<file path="src/rtl/abp_rx_seq_ctrl_if.sv">
// Handshake bundle between the ABP receive sequencer, the frame-capture block,
// the downstream payload sink and the ack transmitter.
interface abp_rx_seq_ctrl_if;
  logic frm_valid;
  logic frm_seq;
  logic frm_err;
  logic frm_ack;
  logic dlv_valid;
  logic dlv_ready;
  logic ack_start;
  logic ack_bit;
  logic ack_busy;

  modport master (
    input  frm_valid, frm_seq, frm_err, dlv_ready, ack_busy,
    output frm_ack, dlv_valid, ack_start, ack_bit
  );

  modport slave (
    output frm_valid, frm_seq, frm_err, dlv_ready, ack_busy,
    input  frm_ack, dlv_valid, ack_start, ack_bit
  );
endinterface

</file>
<file path="src/rtl/abp_rx_seq_ctrl.sv">
// ABP receive sequencer: classifies captured frames as new/duplicate/errored,
// gates delivery downstream, schedules acks and keeps saturating statistics.
module abp_rx_seq_ctrl #(
  parameter int unsigned DLV_TIMEOUT = 16,
  parameter int unsigned CNT_W       = 16
) (
  input  logic              aclk,
  input  logic              aresetn,
  abp_rx_seq_ctrl_if.master bus,
  output logic              expected_bit,
  output logic [CNT_W-1:0]  dup_count,
  output logic [CNT_W-1:0]  err_count,
  output logic [CNT_W-1:0]  drop_count
);

  typedef enum logic [2:0] {
    IDLE,
    DELIVER,
    ACK_REQ,
    ACK_WAIT,
    RELEASE
  } state_t;

  localparam logic [15:0] TIMER_LAST = 16'(DLV_TIMEOUT - 1);
  localparam logic [CNT_W-1:0] CNT_MAX = '1;

  state_t      state;
  logic [15:0] timer;
  logic [1:0]  ack_wait_cnt;
  logic        seen_busy;

  // Pulse outputs default low every cycle; each branch that leaves for
  // RELEASE or ACK_WAIT raises the matching pulse so it lands in that state.
  always_ff @(posedge aclk or negedge aresetn) begin
    if (!aresetn) begin
      state         <= IDLE;
      expected_bit  <= 1'b0;
      bus.ack_bit   <= 1'b0;
      bus.frm_ack   <= 1'b0;
      bus.dlv_valid <= 1'b0;
      bus.ack_start <= 1'b0;
      dup_count     <= '0;
      err_count     <= '0;
      drop_count    <= '0;
      timer         <= '0;
      ack_wait_cnt  <= '0;
      seen_busy     <= 1'b0;
    end else begin
      bus.frm_ack   <= 1'b0;
      bus.ack_start <= 1'b0;
      case (state)
        IDLE: begin
          if (bus.frm_valid) begin
            if (bus.frm_err) begin
              if (err_count != CNT_MAX) err_count <= err_count + CNT_W'(1);
              bus.frm_ack <= 1'b1;
              state       <= RELEASE;
            end else if (bus.frm_seq == expected_bit) begin
              bus.dlv_valid <= 1'b1;
              timer         <= '0;
              state         <= DELIVER;
            end else begin
              // Duplicate: the sender missed our ack, so repeat it for its bit.
              if (dup_count != CNT_MAX) dup_count <= dup_count + CNT_W'(1);
              bus.ack_bit <= bus.frm_seq;
              state       <= ACK_REQ;
            end
          end
        end

        DELIVER: begin
          if (bus.dlv_ready) begin
            bus.dlv_valid <= 1'b0;
            bus.ack_bit   <= expected_bit;
            expected_bit  <= ~expected_bit;
            state         <= ACK_REQ;
          end else if (timer == TIMER_LAST) begin
            bus.dlv_valid <= 1'b0;
            if (drop_count != CNT_MAX) drop_count <= drop_count + CNT_W'(1);
            bus.frm_ack   <= 1'b1;
            state         <= RELEASE;
          end else begin
            timer <= timer + 16'd1;
          end
        end

        ACK_REQ: begin
          if (!bus.ack_busy) begin
            bus.ack_start <= 1'b1;
            seen_busy     <= 1'b0;
            ack_wait_cnt  <= '0;
            state         <= ACK_WAIT;
          end
        end

        // A transmitter that never raises busy within four cycles is taken
        // to have finished instantly, so a silent transmitter cannot stall us.
        ACK_WAIT: begin
          if (seen_busy) begin
            if (!bus.ack_busy) begin
              bus.frm_ack <= 1'b1;
              state       <= RELEASE;
            end
          end else if (bus.ack_busy) begin
            seen_busy <= 1'b1;
          end else if (ack_wait_cnt == 2'd3) begin
            bus.frm_ack <= 1'b1;
            state       <= RELEASE;
          end else begin
            ack_wait_cnt <= ack_wait_cnt + 2'd1;
          end
        end

        RELEASE: begin
          state <= IDLE;
        end

        default: begin
          state <= IDLE;
        end
      endcase
    end
  end

endmodule

</file>
<file path="src/flat_wrapper.sv">
// flat-port wrapper written by rule: the top's interface ports become plain ports
module abp_rx_seq_ctrl_flat 
#(
  parameter int unsigned DLV_TIMEOUT = 16,
  parameter int unsigned CNT_W       = 16
)
  (aclk, aresetn, expected_bit, dup_count, err_count, drop_count, bus_frm_valid, bus_frm_seq, bus_frm_err, bus_dlv_ready, bus_ack_busy, bus_frm_ack, bus_dlv_valid, bus_ack_start, bus_ack_bit);
  abp_rx_seq_ctrl_if bus_i ();
  input  logic aclk;
  input  logic aresetn;
  output logic expected_bit;
  output logic [CNT_W-1:0] dup_count;
  output logic [CNT_W-1:0] err_count;
  output logic [CNT_W-1:0] drop_count;
  input wire logic [$bits(bus_i.frm_valid)-1:0] bus_frm_valid;
  input wire logic [$bits(bus_i.frm_seq)-1:0] bus_frm_seq;
  input wire logic [$bits(bus_i.frm_err)-1:0] bus_frm_err;
  input wire logic [$bits(bus_i.dlv_ready)-1:0] bus_dlv_ready;
  input wire logic [$bits(bus_i.ack_busy)-1:0] bus_ack_busy;
  output wire logic [$bits(bus_i.frm_ack)-1:0] bus_frm_ack;
  output wire logic [$bits(bus_i.dlv_valid)-1:0] bus_dlv_valid;
  output wire logic [$bits(bus_i.ack_start)-1:0] bus_ack_start;
  output wire logic [$bits(bus_i.ack_bit)-1:0] bus_ack_bit;
  assign bus_i.frm_valid = bus_frm_valid;
  assign bus_i.frm_seq = bus_frm_seq;
  assign bus_i.frm_err = bus_frm_err;
  assign bus_i.dlv_ready = bus_dlv_ready;
  assign bus_i.ack_busy = bus_ack_busy;
  assign bus_frm_ack = bus_i.frm_ack;
  assign bus_dlv_valid = bus_i.dlv_valid;
  assign bus_ack_start = bus_i.ack_start;
  assign bus_ack_bit = bus_i.ack_bit;
  abp_rx_seq_ctrl #(.DLV_TIMEOUT(DLV_TIMEOUT), .CNT_W(CNT_W)) u_core (.aclk(aclk), .aresetn(aresetn), .bus(bus_i), .expected_bit(expected_bit), .dup_count(dup_count), .err_count(err_count), .drop_count(drop_count));
endmodule
</file>
<file path="config.mk">
export PLATFORM = sky130hd
export DESIGN_NAME = abp_rx_seq_ctrl_flat
export DESIGN_NICKNAME = d
export VERILOG_FILES = /design/src/rtl/abp_rx_seq_ctrl_if.sv /design/src/rtl/abp_rx_seq_ctrl.sv /design/src/flat_wrapper.sv
export SDC_FILE = /design/constraint.sdc
export NUM_CORES = 1
export LEC_CHECK = 0
export CORE_ASPECT_RATIO = 1.5
export CORE_MARGIN = 2
export CORE_UTILIZATION = 46
export CTS_CLUSTER_DIAMETER = 120
export DETAILED_ROUTE_END_ITERATION = 7
export GPL_ROUTABILITY_DRIVEN = 0
export GPL_TIMING_DRIVEN = 0
export MAX_ROUTING_LAYER = met4
export PLACE_DENSITY_LB_ADDON = 0.15
export SYNTH_ARGS = -nofsm -noshare
export SYNTH_HDL_FRONTEND = slang
export SYNTH_SLANG_ARGS = --single-unit
</file>
<file path="constraint.sdc">
create_clock -name aclk -period 4.75 [get_ports aclk]
set_input_delay 0.95 -clock aclk [delete_from_list [all_inputs] [get_ports aclk]]
set_output_delay 0.95 -clock aclk [all_outputs]
set_load 0.02 [all_outputs]
</file>
Word level (Yosys, flattened, before mapping)
Cells that the tools add are included.
{ "classes": {"n_addsub": 5, "n_eq_ne": 22, "n_mux": 47, "bitwise_logic": 4, "n_reduce_logical": 13} }
{ "op_table": {"columns": ["operator", "n"], "rows": [
  ["two-way mux 16 bit", 5],
  ["adder 16 x 1 -> 16 bit (second input constant)", 4],
  ["inequality test 16 bit (second input constant)", 3],
  ["one-hot mux 16 bit (2 select lines)", 1],
  ["two-way mux 3 bit", 9],
  ["AND reduction 5 bit", 5],
  ["two-way mux 1 bit", 21],
  ["inequality test 2 bit (second input constant)", 10],
  ["== test 16 x 4 -> 1 bit (second input constant)", 1],
  ["one-hot mux 3 bit (4 select lines)", 1],
  ["two-way mux 2 bit", 5],
  ["AND reduction 4 bit", 2],
  ["== test 3 x 2 -> 1 bit (second input constant)", 2],
  ["one-hot mux 1 bit (2 select lines)", 3],
  ["AND reduction 6 bit", 1],
  ["NOT 1 bit", 4],
  ["one-hot mux 2 bit (2 select lines)", 1],
  ["AND reduction 2 bit", 2],
  ["nonzero test 2 bit", 2],
  ["== test 3 x 1 -> 1 bit (second input constant)", 1],
  ["zero test 3 bit", 1],
  ["inequality test 3 x 1 -> 1 bit (second input constant)", 1],
  ["inequality test 3 x 2 -> 1 bit (second input constant)", 1],
  ["one-hot mux 1 bit (3 select lines)", 1],
  ["other kinds (4)", 4]
]} }
{ "word_totals": {"reg_bits": 75, "input_bits": 7, "wordCells": 103} }

Longest topological paths before layout
Gate-level depths: netlist of run 1.
{ "logic_depth": {"word_depth": 5, "depth_mapped": 7, "ltp_nobuf": 5} }

Least setup slack after synthesis of run 1
No wires, ideal clock.
{ "synth_path": {"path_kind": "input port to flip-flop", "start": "input bus_dlv_ready", "end": "register u_core.drop_count[1]", "setup_time_ns": 0.125, "t_arrival_ns": 2.130, "setup_slack_ns": 2.495, "stages": 5, "n_path_buf": 1, "path_cell_list": "and4b_1 > buf_2 > nand2_2 > nor3_1 > mux2_2"} }
{ "synth_via": {"elab_chain_cells": 2} }
{ "synth_rtl": {"columns": ["item", "line", "text"], "rows": [
  ["from (decl)", "flat_wrapper.sv:18", "input wire logic [$bits(bus_i.dlv_ready)-1:0] bus_dlv_ready;"],
  ["NOT 1 bit (no source line)", null, null],
  ["AND reduction 4 bit (no source line)", null, null],
  ["to (signal assigned)", "abp_rx_seq_ctrl.sv:79", "if (drop_count != CNT_MAX) drop_count <= drop_count + CNT_W'(1);"],
  ["to (decl)", "abp_rx_seq_ctrl.sv:13", "output logic [CNT_W-1:0] drop_count"]
]} }
No other way between the ends.
A chain may end at the register's enable or synchronous reset.

Worst setup path in the final report of run 1
{ "layout_path": {"start": "input bus_dlv_ready", "end": "register u_core.drop_count[11]"} }
Same word-level chain as after synthesis.

==> flow_results.org, run 1 <==
** STA
- In the finished design, the share of the clock period the worst path needs comes to 58.53%.
- Setup TNS :: 0 ps
- Setup violations remaining at the end of the flow were counted as 0.
- Achievable frequency :: 0.3597 GHz
- Slew at the pin closest to its max-slew limit :: 787.2 ps
- The number of hold-slack violations in the final timing report was 0.
- Subtracting the final worst setup slack from the clock period gives 2780 ps.
- Worst Slack Setup Final :: 1970 ps
- Setup repair after global routing missed its margin :: false
- Headroom to the max-slew limit :: 46.83%
- Maximum clock skew at final layout :: 6.810 ps
- Final count of pins violating max slew :: 0

** Place
- Buffers placed on the I/O ports in this run total 59.
- Before CTS, the worst setup slack after placement is 1656 ps.
- The wire-length estimate of the detail-placed layout is 6748 um.
- # placed instances :: 572

** Worst hold path
- Kind of path behind the tightest hold check :: flip-flop to flip-flop
- Worst hold stages :: 1

** Clock tree
- CTS clk-pin slew, worst paths :: 60 ps
- The clock drives 75 sinks.
- The clock reaches the later pin of the worst-skew pair after 340 ps.
- Clk buf depth :: 2
- CTS built an H-tree with a depth of 3.
- TritonCTS built the clock tree.
- Once the clock tree was built, the resizer swapped 0 gates to a different size.
- Number of hold buffers added after cts :: 0
- The number of setup buffers added after CTS is 0.
- The tree is rooted in a clkbuf_16.
- Number of buffers inserted during clock tree synthesis :: 9

** Synth
- Synth area leader :: dfrtp_1
- Cell area after technology mapping :: 4214 um2
- Dividing the synthesized area by the synthesized cell count gives 10.48 um2.
- Net count after synthesis :: 414
- Asr flop ratio synth :: 100.0%
- Number of warning messages in the yosys log :: 0
- Dominant cells by area after synthesis :: dfrtp_1 (45%), xor2_1 (8.3%), nor4_2 (3.6%)
- EDFF count, synth :: 0
- Dominant synthesized flop cell :: dfrtp_1
- Synthesis instantiated 65 different standard cells from the library.
- Synthesis inferred 75 register bits.
- Synthesis produced a netlist whose cell count is 402.
- Of the synthesized area, sequential elements account for 44.54%.
- Portion of synthesized cell area occupied by the leading cell type :: 44.54%

** Floorplan
- The floorplan step defined a die boundary enclosing 9959 um2.
- Measured along the x axis, the die boundary spans 82.15 um.
- Once the floorplan was initialized, standard cells occupied 47.45% of the core.
- I/O pin count :: 60
- In this run the vertical extent of the chip is 121.2 um.
- Number of placement rows :: 42
- Std-Cell Core Area :: 8881 um2

** Cells and area
- Post-synthesis to final-layout area growth :: 24.35%
- Post-layout utilization of the core :: 59.00%
- Fraction of final layout cells with drive strength greater than 1 :: 14.44%
- Final-layout fill cell count :: 794
- For this run, the number of standard cells in the final layout without fillers is 588.
- 0 antenna diodes ended up in the layout.
- Reg area :: 1877 um2
- Final nets :: 485
- Area of the multi-input gates :: 2200 um2

** Critical path
- Data arrives at the worst endpoint at 3040 ps.
- Worst setup path category :: primary input to flip-flop
- In this run the worst path has a maximum fanout of 10.
- The worst register-to-register path has a depth of 5.
- Grouping stages by cell kind, the critical path spends the most delay in buffers and inverters.
- Traced cell by cell, the critical path runs through clkdlybuf4s50_1 -> and4b_1 -> buf_2 -> nand2_2 -> buf_4 -> nor4_2 -> xor2_1.
- On the worst path, the slowest cell contributes a delay of 580 ps.
- Setup slack on the worst reg-to-reg path comes out at 2620 ps.
- Slowest CP cell :: clkdlybuf4s50_1
- Startpoint types :: primary input
- The critical path runs through a total of 7 cells.
- CP endpoint kind :: flip-flop
- The critical path contains buffers and inverters numbering 3 combined.
- Required time of the critical path :: 5010 ps

** Detailed routing
- Drt pass-1 iters :: 4
- Remaining DRCs :: 0
- After detailed routing, the number of vias per cell comes to 6.022.
- The count of nets left with antenna violations once routing finished came out at 0.
- Final wirelength :: 9627 um
- After detailed routing, the average wire length per cell comes to 16.37 um.
- The detailed router placed 3,541 vias in this run.
- First-iteration detailed-routing DRC count :: 191

** Global routing
- Largest net degree at the start of global routing :: 47
- Wire length of the first global-routing pass :: 16,170 um
- Summed over all layers, the global routing overflow is 0.
- Vias in the first global route :: 3,356
- Global routing used 21.39% of the available tracks.
- Initial antenna violation count :: 0

** Pwr
- Summed over all nets, the switching power comes to 0.8583 mW.
- IR analysis of the VDD net gives a maximum drop of 0.0003095 V.
- Switching share of total power :: 37.51%
- In this run, the clock network consumes 27.5% of the power.
- The analysis attributes to cell leakage a power of 2.294 nW.
- The share of total power dissipated in sequential elements is 37.2%.
- Of the total power, combinational logic draws 35.3%.
- Total power consumption of the routed design :: 2.288 mW
- Pint :: 1.430 mW
- Power density normalized to cell area :: 436.6 nW/um2

** Job
- Max-cap violation count :: 0

** Outcome
- The run finished with clean final reports.
==> synth_stat cells, types with 9 or more instances <==
cell type	number
nand2_1	27
nor4_2	12
and4_1	9
nor2_1	11
nand3_1	27
o21ai_0	15
xor2_1	40
nand4_1	23
dfrtp_1	75
a31oi_1	9
inv_1	12
nor4_1	15
nor3_1	10
==> per-stage QoR <==
step / area [um2] / hold slack [ps]
floorplan: 4214 / 500.6
global placement: 4942 / 483.9
detailed placement: 4967 / 488.9
CTS: 5240 / 502.2
global route: 5240 / 515.0
finish: 5240 / 499.2
==> worst paths after layout <==
path / start / to
setup / recovery: bus_dlv_ready / u_core.drop_count[11]$_DFFE_PN0P_
hold / removal: u_core.dup_count[11]$_DFFE_PN0P_ / u_core.dup_count[11]$_DFFE_PN0P_
setup reg to reg: u_core.timer[12]$_DFFE_PN0P_ / u_core.drop_count[12]$_DFFE_PN0P_
hold reg to reg: u_core.dup_count[11]$_DFFE_PN0P_ / u_core.dup_count[11]$_DFFE_PN0P_
max in group asynchronous: aresetn / u_core.dup_count[1]$_DFFE_PN0P_
min in group asynchronous: aresetn / u_core.timer[3]$_DFFE_PN0P_
==> power groups by stage <==
stage	logic [mW]	registers [mW]	clock network, mW
floorplan	0.508	0.895	0
finish	0.807	0.852	0.628
global placement	0.791	0.857	0
global route	0.897	0.871	0.668
CTS	0.812	0.852	0.642
detailed placement	0.807	0.860	0
==> kinds of logic (layout without fill, tap and decap cells) <==
group	Yosys count	in the layout	synth area share (%)
muxes	9	9	2.345
DFF	75	75	44.54
and+or+nand+nor	180	180	29.10
xor gates and xnor gates	44	44	9.145
AOI/OAI and AO/OA	61	61	10.12
adders and majority gates	5	5	1.485
buffers and inverters	28	104	3.266
==> layout make-up <==
class | instances | share of cell area, %
timing repair buffer | 60 | 11.75
inverter | 12 | 0.8596
multi-input combinational | 299 | 41.98
sequential | 75 | 35.82
buffer | 16 | 1.767
clock buffer | 12 | 4.704
clock inverter | 4 | 0.5014
tap | 110 | 2.627
==> layout by cell type (no fill, tap or decap), drive strengths merged, types with 4 or more instances in the layout <==
cell type       n
nand2          28
clkdlybuf4s50  58
dfrtp          75
buf            13
nor4b           6
ha              5
nand3          29
a41oi           4
a31oi           9
nor2           12
nor3           11
or4             4
inv            12
xor2           40
nand4          24
and4           11
a21oi           7
o21ai          15
nor4           28
clkbuf         17
and3            8
xnor2           4
mux2            7
==> layer usage <==
| metal | GRT usage, % | routed length [um] |
|---|---|---|
| met1 | 26.59 | 4231 |
| met2 | 33.69 | 4769 |
| met3 | 3.869 | 408 |
| met4 | 9.583 | 218 |
| met5 | - | 0 |
==> state kept, by name, indices dropped and copies added (netlist names) <==
| register | flops |
|---|---|
| u_core.drop_count | 16 |
| u_core.dup_count | 16 |
| u_core.err_count | 16 |
| u_core.timer | 16 |
| u_core.state | 3 |
| u_core.ack_wait_cnt | 2 |
| u_core.bus.ack_bit | 1 |
| u_core.bus.ack_start | 1 |
| u_core.bus.dlv_valid | 1 |
| u_core.bus.frm_ack | 1 |
| u_core.expected_bit | 1 |
| u_core.seen_busy | 1 |
(Power assumes the default switching activity.)
==> run 2: changes to the inputs <==
==> constraint.sdc (replaced) <==
create_clock -name aclk -period 2.6 [get_ports aclk]
set_input_delay 0.52 -clock aclk [delete_from_list [all_inputs] [get_ports aclk]]
set_output_delay 0.52 -clock aclk [all_outputs]
set_load 0.02 [all_outputs]
==> results of run 2 <==
Same layout as run 1 (identical final DEF). Status: complete, no violations.
Among the figures that moved: setup slack after placement 1656 ps -> -63.69 ps; setup slack after layout 1970 ps -> 249.7 ps; hold slack 499.2 ps -> 119.2 ps; register-to-register setup slack 2620 ps -> 470 ps; total power 2.288 mW -> 4.180 mW; worst IR drop on VDD 0.0003095 V -> 0.0005653 V
==> run 3: changes to the inputs <==
--- a/config.mk
+++ b/config.mk
@@ -5,6 +5,7 @@
 export SDC_FILE = /design/constraint.sdc
 export NUM_CORES = 1
 export LEC_CHECK = 0
+export ABC_AREA = 0
 export CORE_ASPECT_RATIO = 1.5
 export CORE_MARGIN = 2
 export CORE_UTILIZATION = 46
==> results of run 3 <==
Same layout as run 1 (identical final DEF). Status: complete, no violations.
Among the figures that moved: setup slack after placement 1656 ps -> -63.69 ps; setup slack after layout 1970 ps -> 249.7 ps; hold slack 499.2 ps -> 119.2 ps; register-to-register setup slack 2620 ps -> 470 ps; total power 2.288 mW -> 4.180 mW; worst IR drop on VDD 0.0003095 V -> 0.0005653 V
